--- src/rtl/c_fetch_requester.sv ---
// Fetch requester for a compressed-ISA front end: walks a halfword-aligned PC,
// reads words from the icache, and hands 16/32-bit instructions (straddles included) to decode.
module c_fetch_requester #(
    parameter logic [31:0] RESET_PC = 32'h0000_0000
) (
    input  logic        clk,
    input  logic        reset,
    input  logic        redirect_i,
    input  logic [31:0] redirect_pc_i,
    output logic        req_valid_o,
    output logic [31:0] req_addr_o,
    input  logic        req_ready_i,
    input  logic        rsp_valid_i,
    input  logic [31:0] rsp_data_i,
    output logic        inst_valid_o,
    output logic [31:0] inst_o,
    output logic [31:0] pc_o,
    output logic        inst_compressed_o,
    input  logic        inst_ready_i
);

    typedef enum logic [2:0] {
        LOOKUP,
        REQ_LO,
        WAIT_LO,
        REQ_HI,
        WAIT_HI,
        OUT,
        DRAIN
    } state_t;

    state_t      state_reg;
    logic [31:0] pc_reg;
    logic [29:0] buf_idx_reg;
    logic [31:0] buf_word_reg;
    logic        buf_valid_reg;

    logic        req_valid_reg;
    logic [31:0] req_addr_reg;
    logic        inst_valid_reg;
    logic [31:0] inst_reg;
    logic [31:0] pc_out_reg;
    logic        compressed_reg;

    logic        buf_hit;
    logic [15:0] buf_half;
    logic [15:0] rsp_half;
    logic        buf_compressed;
    logic        rsp_compressed;
    logic        buf_straddle;
    logic        rsp_straddle;
    logic [31:0] buf_inst;
    logic [31:0] rsp_inst;
    logic [29:0] next_idx;

    // Extraction is evaluated in parallel on the buffered word and the incoming
    // response so either source can complete an instruction in one cycle.
    assign buf_hit        = buf_valid_reg && (buf_idx_reg == pc_reg[31:2]);
    assign buf_half       = pc_reg[1] ? buf_word_reg[31:16] : buf_word_reg[15:0];
    assign rsp_half       = pc_reg[1] ? rsp_data_i[31:16] : rsp_data_i[15:0];
    assign buf_compressed = (buf_half[1:0] != 2'b11);
    assign rsp_compressed = (rsp_half[1:0] != 2'b11);
    assign buf_straddle   = pc_reg[1] && !buf_compressed;
    assign rsp_straddle   = pc_reg[1] && !rsp_compressed;
    assign buf_inst       = buf_compressed ? {16'h0000, buf_half} : buf_word_reg;
    assign rsp_inst       = rsp_compressed ? {16'h0000, rsp_half} : rsp_data_i;
    assign next_idx       = pc_reg[31:2] + 30'd1;

    always_ff @(posedge clk or negedge reset) begin
        if (!reset) begin
            state_reg      <= LOOKUP;
            pc_reg         <= RESET_PC & ~32'd1;
            buf_idx_reg    <= '0;
            buf_word_reg   <= '0;
            buf_valid_reg  <= 1'b0;
            req_valid_reg  <= 1'b0;
            req_addr_reg   <= '0;
            inst_valid_reg <= 1'b0;
            inst_reg       <= '0;
            pc_out_reg     <= '0;
            compressed_reg <= 1'b0;
        end else if (redirect_i) begin
            pc_reg         <= redirect_pc_i & ~32'd1;
            buf_valid_reg  <= 1'b0;
            req_valid_reg  <= 1'b0;
            inst_valid_reg <= 1'b0;
            // An accepted-but-unanswered request must have its response swallowed.
            case (state_reg)
                REQ_LO, REQ_HI:   state_reg <= req_ready_i ? DRAIN : LOOKUP;
                WAIT_LO, WAIT_HI: state_reg <= rsp_valid_i ? LOOKUP : DRAIN;
                DRAIN:            state_reg <= rsp_valid_i ? LOOKUP : DRAIN;
                default:          state_reg <= LOOKUP;
            endcase
        end else begin
            case (state_reg)
                LOOKUP: begin
                    if (buf_hit && !buf_straddle) begin
                        inst_valid_reg <= 1'b1;
                        inst_reg       <= buf_inst;
                        pc_out_reg     <= pc_reg;
                        compressed_reg <= buf_compressed;
                        state_reg      <= OUT;
                    end else if (buf_hit) begin
                        req_valid_reg <= 1'b1;
                        req_addr_reg  <= {next_idx, 2'b00};
                        state_reg     <= REQ_HI;
                    end else begin
                        req_valid_reg <= 1'b1;
                        req_addr_reg  <= {pc_reg[31:2], 2'b00};
                        state_reg     <= REQ_LO;
                    end
                end
                REQ_LO: begin
                    if (req_ready_i) begin
                        req_valid_reg <= 1'b0;
                        state_reg     <= WAIT_LO;
                    end
                end
                WAIT_LO: begin
                    if (rsp_valid_i) begin
                        buf_idx_reg   <= pc_reg[31:2];
                        buf_word_reg  <= rsp_data_i;
                        buf_valid_reg <= 1'b1;
                        if (rsp_straddle) begin
                            req_valid_reg <= 1'b1;
                            req_addr_reg  <= {next_idx, 2'b00};
                            state_reg     <= REQ_HI;
                        end else begin
                            inst_valid_reg <= 1'b1;
                            inst_reg       <= rsp_inst;
                            pc_out_reg     <= pc_reg;
                            compressed_reg <= rsp_compressed;
                            state_reg      <= OUT;
                        end
                    end
                end
                REQ_HI: begin
                    if (req_ready_i) begin
                        req_valid_reg <= 1'b0;
                        state_reg     <= WAIT_HI;
                    end
                end
                WAIT_HI: begin
                    // Upper word replaces the buffer so the trailing half is reusable.
                    if (rsp_valid_i) begin
                        inst_valid_reg <= 1'b1;
                        inst_reg       <= {rsp_data_i[15:0], buf_word_reg[31:16]};
                        pc_out_reg     <= pc_reg;
                        compressed_reg <= 1'b0;
                        buf_idx_reg    <= buf_idx_reg + 30'd1;
                        buf_word_reg   <= rsp_data_i;
                        buf_valid_reg  <= 1'b1;
                        state_reg      <= OUT;
                    end
                end
                OUT: begin
                    if (inst_ready_i) begin
                        inst_valid_reg <= 1'b0;
                        pc_reg         <= pc_reg + (compressed_reg ? 32'd2 : 32'd4);
                        state_reg      <= LOOKUP;
                    end
                end
                DRAIN: begin
                    if (rsp_valid_i) begin
                        state_reg <= LOOKUP;
                    end
                end
                default: state_reg <= LOOKUP;
            endcase
        end
    end

    assign req_valid_o       = req_valid_reg;
    assign req_addr_o        = req_addr_reg;
    assign inst_valid_o      = inst_valid_reg;
    assign inst_o            = inst_reg;
    assign pc_o              = pc_out_reg;
    assign inst_compressed_o = compressed_reg;

endmodule
--- config.mk ---
export PLATFORM = sky130hd
export DESIGN_NAME = c_fetch_requester
export DESIGN_NICKNAME = d
export VERILOG_FILES = /design/src/rtl/c_fetch_requester.sv
export SDC_FILE = /design/constraint.sdc
export NUM_CORES = 1
export LEC_CHECK = 0
export CAP_MARGIN = 15
export CORE_MARGIN = 4
export CORE_UTILIZATION = 50
export CTS_BUF_LIST = sky130_fd_sc_hd__clkbuf_4 sky130_fd_sc_hd__clkbuf_8
export DETAILED_ROUTE_END_ITERATION = 10
export PLACE_DENSITY = 0.73
export SLEW_MARGIN = 25
export SYNTH_ARGS = -nofsm -noshare
export SYNTH_HDL_FRONTEND = slang
export SYNTH_SLANG_ARGS = --single-unit
--- constraint.sdc ---
create_clock -name clk -period 3.83 [get_ports clk]
set_clock_uncertainty 0.15 [all_clocks]
set_input_delay 0.5745 -clock clk [delete_from_list [all_inputs] [get_ports clk]]
set_output_delay 0.5745 -clock clk [all_outputs]
set_load 0.03 [all_outputs]
==> reports/summary.txt <==
Die footprint = 23700 um2
RePlAce Congestion = 0.921
Post-route ant nets = 0
Worst r2r dst = pc_o[16]
Post_cts resized = 0
Crit-path most repeated cell = buf_4
Final WL = 32100 um
Worst skew pair latency = 0.48 ns
CP Cell Sequence = xnor2_1, nand4_1, nor4_4, buf_4, nand4b_1, a221oi_4, buf_4, mux2_2
Leak pwr = 5.30 nW
Slew Limit Fails = 0
CP Buf/Inv Count = 2
Reg2reg setup slack = 0.70 ns
Primary FF master, synth = dfrtp_1
Share of post-route cells with drive strength above 1 = 9.88%
Initial antenna violation count = 0
Status = complete, no violations
CTS Root Buffer Type = clkbuf_8
Peak supply drop = 0.000446 V
DR iter-0 viols = 1023
RSZ-0062 raised after global routing = no
Die W = 154 um
Pin count of the biggest net entering global routing = 101
Clock transition at the registers of the reported paths = 0.11 ns
Total I/O pin count = 169
NumNets Final = 1347
Post-synthesis cell type count = 65
Asr flop ratio synth = 100%
Worst r2r src = buf_idx_reg[26]
Commonest non-fill, non-tap cell in the layout = dfrtp_1
Setup crit end kind = flip-flop
Total GRT Usage = 26.4%
Starting density of the core = 50.8%
Final setup vio count = 0
Max-Cap Viols = 0
DRC errors left = 0
Commonest non-fill, non-tap cells in the layout = 193 x dfrtp_1, 172 x nand2_1, 162 x clkdlybuf4s50_1
Cell Pwr Density = 768 nW/um2
Slowest stage delay, CP = 0.44 ns
Non-Filler Instances = 1560
Ys Warns = 0
Synth-to-layout area growth = 22.6%
Num CTS Buffers = 17
GRT Residual Overflow = 0
Post-Synth XOR/XNOR Area = 4.68%
Multi-input gate area = 5310 um2
Vias in the first global route = 8979
Placed cell count = 1528
Fin. Hold Viols = 0
Avg Cell Area, Syn = 9.31 um2
TritonCTS clock tree = done
Fill cells = 1799
Synth top area share = 45.3%
Core ar. = 21000 um2
N_diodes = 0
Row count = 53
Sink Count = 193
Slowest stage cell, crit path = dfrtp_1
CTS Hold Buffers Added = 0
Fin Setup TNS = 0 ns
Number of synthesized register bits = 193
Routed vias/inst = 6.21
Clock buffer depth = 2
Die H = 154 um
Drt first pass iters = 8
Netlist Area Pre-Place = 10700 um2
Vias = 9689
Area contributors post-synth = dfrtp_1 45%, nand2_1 6.1%, xnor2_1 3.9%, o21ai_0 3.8%, mux2i_1 3.2%
Critical path class = flip-flop to flip-flop
Average wire per standard cell = 20.6 um
Post-layout min period = 3.13 ns
Simple-gate share of the synthesized area = 18.5%
Postcts setup bufs = 0
Htree depth = 4
Worst min-delay path class = input port to asynchronous set/reset pin
Mapped Cells = 1146
Adder-cell share of the synthesized area = 0.750%
Critical path peak fanout = 20
Post-synth EDFFs = 0
Largest family of logic cells by synthesized area = simple AND/OR/NAND/NOR gates
Final period util = 81.8%
DP HPWL = 22100 um
CP Launch Type = flip-flop
Yosys top cell by area = dfrtp_1
Register area share after synthesis = 45.3%
FMAX = 319 MHz
R2R depth = 8
Max-Slew Margin vs Limit = 41.5%
IO Port Bufs = 164
Mux contribution to synthesized area = 8.26%
WP data required = 4.05 ns
Worst-Margin Slew = 0.877 ns
Storage cell area = 4830 um2
First-pass GRT wire length = 50500 um
Cell family with most CP delay = simple AND/OR/NAND/NOR gates
CP Data Arrival Time = 3.35 ns
Compound-Gate Fraction of Synth Area = 17.0%
-- routing by layer --
metal / routed length, um / track usage (%) / vias up
met2: 15000 / 42.1 / 485
met4: 904 / 7.82 / 0
met5: 0 / 0 / -
met1: 13400 / 36.6 / 4719
li1: - / - / 4416
met3: 2770 / 5.69 / 69
-- synthesized netlist by cell type, types with 14 or more instances --
master,n
mux2i_1,34
a22oi_1,15
nor2_1,47
xnor2_1,47
mux2_2,26
o22a_1,14
o21ai_0,80
dfrtp_1,193
inv_1,24
clkbuf_1,76
a222oi_1,16
or3_1,14
nor3_1,28
a21oi_1,50
or4_1,16
nand3_1,31
nand2_1,172
nand4_1,32
a31oi_1,22
mux2_1,22
buf_2,23
-- kinds of logic (layout without fill, tap and decap cells) --
logic type / Yosys count / count (layout)
xor gates and xnor gates: 57 / 57
other: 1 / 3
DFF: 193 / 193
muxes: 82 / 82
and+or+nand+nor: 397 / 397
adders and majority gates: 6 / 6
buffers and inverters: 136 / 273
AOI/OAI and AO/OA: 274 / 274
-- worst reg2reg max path: stages, from the launching register on --
cell and delay [ns]:
dfrtp_1 0.44, xnor2_1 0.31, nand4_1 0.28, nor4_4 0.34
buf_4 0.20, nand4b_1 0.16, a221oi_4 0.39, buf_4 0.35
mux2_2 0.39
-- worst max path at each step --
stage | startpoint | endpoint | cells past startpoint | slack (ns)
after floorplan | pc_reg[13] | pc_o[9] | 9 | 1.26
after global placement | pc_reg[28] | pc_o[15] | 8 | 0.75
after detailed placement | buf_idx_reg[26] | pc_o[20] | 8 | 0.74
after CTS | buf_idx_reg[26] | pc_o[16] | 8 | 0.73
after global routing | buf_idx_reg[26] | pc_o[24] | 8 | 0.56
final | buf_idx_reg[26] | pc_o[16] | 8 | 0.70
-- final cells by class --
class / count / share of cell area [%]
inverter: 25 / 0.718
sequential: 193 / 36.9
clock buffer: 20 / 2.10
tap: 275 / 2.63
clock inverter: 12 / 1.04
timing repair buffer: 216 / 16.0
multi-input combinational: 819 / 40.6
-- power by group --
part | switching [W] | internal, W | total [W]
logic | 0.00284 | 0.00216 | 0.00499
registers | 0.000769 | 0.00288 | 0.00365
clock network | 0.000808 | 0.000596 | 0.00140
-- stage by stage --
stage	hold slack, ns	utilization [%]	cell area [um2]	power (W)	setup WS, ns
after floorplan	0.129	-	10700	0.00677	1.26
after global placement	0.309	60.3	12700	0.00856	0.753
after detailed placement	0.315	60.3	12700	0.00866	0.744
after CTS	0.0670	62.2	13100	0.0101	0.728
after global routing	0.0721	62.2	13100	0.0107	0.556
final	0.0185	62.2	13100	0.0100	0.699
No activity file was read; power rests on OpenSTA's default activity.
